$ cat src/rtl/updi_arb_pkg.sv
// Shared types for the UPDI instruction arbiter: FSM states and the latched
// instruction record handed to the queue handler.
package updi_arb_pkg;

    localparam int UPDI_MAX_DATA_SIZE  = 16;
    localparam int UPDI_DATA_ADDR_BITS = $clog2(UPDI_MAX_DATA_SIZE);

    typedef enum logic [2:0] {
        ST_IDLE,
        ST_ISSUE,
        ST_SETTLE,
        ST_WAIT_DONE,
        ST_DONE
    } arb_state_e;

    typedef struct packed {
        logic [7:0]                                opcode;
        logic [UPDI_MAX_DATA_SIZE-1:0][7:0]        data;
        logic [UPDI_DATA_ADDR_BITS-1:0]            data_len;
        logic [UPDI_MAX_DATA_SIZE-1:0]             wait_ack_after;
    } updi_instr_t;

endpackage

$ cat src/rtl/updi_rr_pick.sv
// Combinational round-robin picker: finds the first set request after ptr,
// wrapping modulo NUM_REQ.
module updi_rr_pick #(
    parameter int NUM_REQ  = 2,
    parameter int IDX_BITS = $clog2(NUM_REQ)
) (
    input  logic [NUM_REQ-1:0]  req,
    input  logic [IDX_BITS-1:0] ptr,
    output logic                valid,
    output logic [IDX_BITS-1:0] idx
);

    logic [IDX_BITS-1:0] cand;

    // Walk offsets from farthest to nearest so the nearest hit is assigned last.
    always_comb begin
        valid = 1'b0;
        idx   = '0;
        cand  = '0;
        for (int i = NUM_REQ; i >= 1; i--) begin
            cand = IDX_BITS'((int'(ptr) + i) % NUM_REQ);
            if (req[cand]) begin
                valid = 1'b1;
                idx   = cand;
            end
        end
    end

endmodule

$ cat src/rtl/updi_instruction_arbiter.sv
// Round-robin arbiter sharing one UPDI instruction queue handler among NUM_REQ
// requesters: grant, latch, issue with a start pulse, forward ACKs, report done.
module updi_instruction_arbiter
    import updi_arb_pkg::*;
#(
    parameter int NUM_REQ        = 2,
    parameter int MAX_DATA_SIZE  = UPDI_MAX_DATA_SIZE,
    parameter int DATA_ADDR_BITS = $clog2(MAX_DATA_SIZE),
    parameter int IDX_BITS       = $clog2(NUM_REQ)
) (
    input  logic                                          clk,
    input  logic                                          rst,
    input  logic [NUM_REQ-1:0]                            req,
    input  logic [NUM_REQ-1:0][7:0]                       req_opcode,
    input  logic [NUM_REQ-1:0][MAX_DATA_SIZE-1:0][7:0]    req_data,
    input  logic [NUM_REQ-1:0][DATA_ADDR_BITS-1:0]        req_data_len,
    input  logic [NUM_REQ-1:0][MAX_DATA_SIZE-1:0]         req_wait_ack,
    output logic [NUM_REQ-1:0]                            gnt,
    output logic [NUM_REQ-1:0]                            done,
    output logic                                          busy,
    input  logic                                          ack_in,
    output logic                                          hq_start,
    input  logic                                          hq_ready,
    input  logic                                          hq_waiting_for_ack,
    output logic                                          hq_ack_received,
    output logic [7:0]                                    hq_opcode,
    output logic [MAX_DATA_SIZE-1:0][7:0]                 hq_data,
    output logic [DATA_ADDR_BITS-1:0]                     hq_data_len,
    output logic [MAX_DATA_SIZE-1:0]                      hq_wait_ack_after
);

    arb_state_e          state_q, state_d;
    logic [IDX_BITS-1:0] owner_q, owner_d;
    logic [IDX_BITS-1:0] ptr_q, ptr_d;
    updi_instr_t         instr_q, instr_d;

    logic                pick_valid;
    logic [IDX_BITS-1:0] pick_idx;
    logic [NUM_REQ-1:0]  owner_onehot;

    updi_rr_pick #(
        .NUM_REQ  (NUM_REQ),
        .IDX_BITS (IDX_BITS)
    ) u_pick (
        .req   (req),
        .ptr   (ptr_q),
        .valid (pick_valid),
        .idx   (pick_idx)
    );

    // Pointer resets to the last requester so requester 0 wins the first grant.
    always_ff @(posedge clk or negedge rst) begin
        if (!rst) begin
            state_q <= ST_IDLE;
            owner_q <= '0;
            ptr_q   <= IDX_BITS'(NUM_REQ - 1);
            instr_q <= '0;
        end else begin
            state_q <= state_d;
            owner_q <= owner_d;
            ptr_q   <= ptr_d;
            instr_q <= instr_d;
        end
    end

    always_comb begin
        state_d = state_q;
        owner_d = owner_q;
        ptr_d   = ptr_q;
        instr_d = instr_q;
        case (state_q)
            ST_IDLE: begin
                if (pick_valid && hq_ready) begin
                    owner_d                = pick_idx;
                    ptr_d                  = pick_idx;
                    instr_d.opcode         = req_opcode[pick_idx];
                    instr_d.data           = req_data[pick_idx];
                    instr_d.data_len       = req_data_len[pick_idx];
                    instr_d.wait_ack_after = req_wait_ack[pick_idx];
                    state_d                = ST_ISSUE;
                end
            end
            ST_ISSUE:     state_d = ST_SETTLE;
            // The handler still shows its old ready level here, so it is ignored.
            ST_SETTLE:    state_d = ST_WAIT_DONE;
            ST_WAIT_DONE: if (hq_ready) state_d = ST_DONE;
            ST_DONE:      state_d = ST_IDLE;
            default:      state_d = ST_IDLE;
        endcase
    end

    assign owner_onehot = NUM_REQ'(1) << owner_q;

    assign busy     = (state_q != ST_IDLE);
    assign gnt      = busy ? owner_onehot : '0;
    assign done     = (state_q == ST_DONE) ? owner_onehot : '0;
    assign hq_start = (state_q == ST_ISSUE);

    assign hq_ack_received = ack_in && hq_waiting_for_ack &&
                             ((state_q == ST_SETTLE) || (state_q == ST_WAIT_DONE));

    assign hq_opcode         = instr_q.opcode;
    assign hq_data           = instr_q.data;
    assign hq_data_len       = instr_q.data_len;
    assign hq_wait_ack_after = instr_q.wait_ack_after;

endmodule

$ cat config.mk
export PLATFORM = sky130hd
export DESIGN_NAME = updi_instruction_arbiter
export DESIGN_NICKNAME = d
export VERILOG_FILES = /design/src/rtl/updi_arb_pkg.sv /design/src/rtl/updi_rr_pick.sv /design/src/rtl/updi_instruction_arbiter.sv
export SDC_FILE = /design/constraint.sdc
export NUM_CORES = 1
export LEC_CHECK = 0
export ABC_AREA = 1
export CAP_MARGIN = 10
export CELL_PAD_IN_SITES_DETAIL_PLACEMENT = 0
export CELL_PAD_IN_SITES_GLOBAL_PLACEMENT = 1
export CORE_AREA = 2 2 187 189
export CTS_BUF_LIST = sky130_fd_sc_hd__clkbuf_2
export CTS_CLUSTER_SIZE = 25
export DETAILED_ROUTE_END_ITERATION = 10
export DIE_AREA = 0 0 189 191
export PLACE_DENSITY = 0.87
export SLEW_MARGIN = 20
export SYNTH_ARGS = -nofsm -noshare
export SYNTH_HDL_FRONTEND = slang
export SYNTH_SLANG_ARGS = --single-unit
$ cat constraint.sdc
create_clock -name clk -period 2.1 [get_ports clk]
set_input_delay 0.63 -clock clk [delete_from_list [all_inputs] [get_ports clk]]
set_output_delay 0.63 -clock clk [all_outputs]
set_load 0.02 [all_outputs]
==> summary.md <==
| Metric | Value |
|---|---|
| Max Clk Rate | `~420 MHz` |
| Leak pwr | `7.93 nW` |
| Reg2reg setup slack | `about 240 ps` |
| Post-Synth Simple-Gate Area | `0.461` |
| Area share of the largest cell type after synthesis | `0.480` |
| Nets | `2083` |
| Hold WC Path Type | `input port to flip-flop` |
| Worst vdd ir | `0.574 mV` |
| # DRC | `0` |
| Worst-margin pin slew | `roughly 570 ps` |
| Initial antenna violation count | `2` |
| Reg2reg end | `hq_wait_ack_after[9]` |
| Slew margin rel. | `0.619` |
| Period minus WS final | `2370 ps` |
| Final Hold Fails | `0` |
| Power density over the cells | `approximately 1200 nW/um^2` |
| Core Area | `34100 um^2` |
| Final setup margin | `-270 ps` |
| Largest net degree at the start of global routing | `68` |
| Clk sink count | `around 160` |
| Synth Instances | `1223` |
| RSZ-0062 raised after global routing | `true` |
| Primary FF master, synth | `dfrtp_1` |
| Synthesized cell area | `8340 um^2` |
| Starting Density | `0.244` |
| Clk Latency, worst-skew pair | `750 ps` |
| Average instance area after synthesis | `about 6.8 um^2` |
| Total CTS buffers | `17` |
| Clock Root Buffer | `clkbuf_2` |
| Post-synthesis mux area share | `0` |
| Final Setup Violations | `7` |
| Clock Path Buffers | `2` |
| Violated checks | `negative setup slack` |
| IO Port Bufs | `481` |
| Detailed Routing Iterations Pass 1 | `5` |
| Global-route wire length before repair | `52600 um` |
| H-tree depth | `4` |
| Io pins | `482` |
| Synth unique cells | `20` |
| Syn Nets | `1542` |
| MaxCap Viol Count | `0` |
| Die height | `approximately 190 um` |
| Synth Area in XOR/XNOR | `0` |
| Routability-driven placement congestion ratio | `roughly 0.84` |
| Placed cell count | `around 2100` |
| GRT Util Overall | `0.186` |
| Die area | `36100 um^2` |
| Share of cells above drive strength 1 | `0.192` |
| Clock-pin slew on the worst setup and hold paths | `between 200 and 300 ps` |
| Hold Crit Endpoint | `hq_opcode[1]` |
| Hold path start | `req[1]` |
| CTS tree | `done` |
| Post-synth top cells | `nand2_1 (793), dfrtp_1 (160), nand3_1 (157), buf_2 (50), clkbuf_1 (22)` |
| Max Slew Vio Count | `0` |
| Number of synthesized flops with an enable pin | `0` |
| Hpwl dp | `~25000 um` |
| Critical path arrival | `1740 ps` |
| Worst setup EP type | `primary output` |
| Largest fanout on the critical path | `4` |
| Count of non-filler cells in the finished layout | `approximately 2200` |
| Power Total | `17.5 mW` |
| Vias/cell | `4.39` |
| R2R Path Start | `state_q[2]` |
| Initial DRC Count | `470` |
| Status | `finished, violations left` |
| CP Class | `flip-flop to primary output` |
| Chip width | `about 190 um` |
| Number of global-route vias before repair | `about 9400` |
| Startpoint Class | `flip-flop` |
| Row Count | `68` |
| Tcrit/Tclk final | `1.13` |
| Remaining Overflow, GRT | `0` |
| DR WL/cell | `~16 um` |
| Area Overhead vs Synth | `80.1%` |
| Worst Reg-to-Reg Cells | `9` |
| Synth Area in Compound Gates | `0.00195` |
| Ys Warns | `0` |
| FFs w/ async S/R, synth | `1.00` |
| Most frequent cell after synthesis | `nand2_1` |
| Register bit total from synthesis | `~160` |
| Largest family of logic cells by synthesized area | `simple AND/OR/NAND/NOR gates` |
| Critical Path RT | `roughly 1500 ps` |
| Antenna Nets Post-Route | `0` |
| Final Skew | `24.0 ps` |
| Seq/Total Area, Yosys | `0.483` |
| Adder-Cell Fraction of Synth Area | `0` |
| Vias | `between 9000 and 10000` |
| Final WL | `35100 um` |
| Main area contributors after synthesis | `dfrtp_1 (48%), nand2_1 (36%), nand3_1 (9.4%), buf_2 (3.0%), clkbuf_1 (0.99%)` |
| Hold path depth | `5` |
| Yosys top cell by area | `dfrtp_1` |
| Filler cell count | `3404` |
[critical path, cell delays in order (launching register included)]
cell,delay (ps)
dfrtp_2,520
inv_4,90
nand2_4,60
nor2_4,120
nor2_1,60
buf_4,160
[layer usage]
metal  vias to the layer above  global-route usage  wire (um)
met1                      4505               0.225      14400
li1                       4862                   -          -
met3                        59              0.0426       2250
met5                         -                   0         13
met2                       370               0.323      17500
met4                         2              0.0703       1010
[power by group]
group,internal (mW),switching (mW)
registers,4.46,1.02
clock network,0.929,1.21
logic,4.82,5.06
total,10.2,7.28
[cell usage in the layout (no fill, tap or decap), types with 2 or more instances in the layout]
cell             count
buf_12              25
buf_2               22
buf_4              106
buf_6              138
bufinv_16            5
clkbuf_2            20
clkdlybuf4s50_1    316
clkinv_4             4
dfrtp_1            158
dfrtp_2              2
inv_1                3
inv_2                3
inv_6                2
nand2_1            790
nand2_4              4
nand3_1            156
nor2_1               5
nor2_4               4
[registers in the layout, summed over array words and instances, names as in the netlist]
| name | cells |
|---|---|
| state_q | 3 |
| hq_data_len | 4 |
| hq_data | 128 |
| owner_q | 1 |
| hq_wait_ack_after | 16 |
| hq_opcode | 8 |
| ptr_q | 1 |
[how the worst max path moves through the flow]
stage | slack, ps | endpoint | startpoint
finish | -270 | gnt[1] | state_q[2]
global route | -420 | gnt[1] | state_q[2]
floorplan | 350 | hq_ack_received | ack_in
global placement | -550 | hq_ack_received | ack_in
CTS | -340 | gnt[0] | state_q[2]
detailed placement | -520 | hq_ack_received | ack_in
[cell families (layout without fill, tap and decap cells)]
group,count (synthesis),in the layout
flops,161,161
simple gates,966,966
compound gates,3,3
other cells,0,1
buf+inv,93,647
[metrics by stage]
stage / TNS, ps / area [um^2] / hold slack (ps) / util / setup slack (ps)
final: -1650 / 15000 / 281 / 0.440 / -270
after global routing: -4700 / 15000 / 150 / 0.440 / -419
after CTS: -2390 / 14100 / 164 / 0.413 / -342
after detailed placement: -1210 / 14100 / 464 / 0.412 / -521
after global placement: -691 / 14100 / 461 / 0.412 / -552
after floorplan: 0 / 8340 / 334 / - / 347
[repair_timing]
action	in CTS	in global routing
resized for setup	742	222
gates cloned	0	0
endpoints found under the setup margin	162	146
setup buffers	31	37
endpoints found under the hold margin	36	0
pin swaps	4	5
hold buffers	1	0
[area by class of cell]
type	instances	area (um^2)	share of cell area
Clock inverter	12	206	0.0138
Sequential cell	161	4030	0.269
Timing Repair Buffer	608	6130	0.408
Inverter	7	28.8	0.00192
Multi-Input combinational cell	969	3940	0.263
Clock buffer	20	100	0.00667
Antenna cell	1	2.50	0.000167
Tap cell	455	569	0.0379
Power figures use the tool's default switching activity.
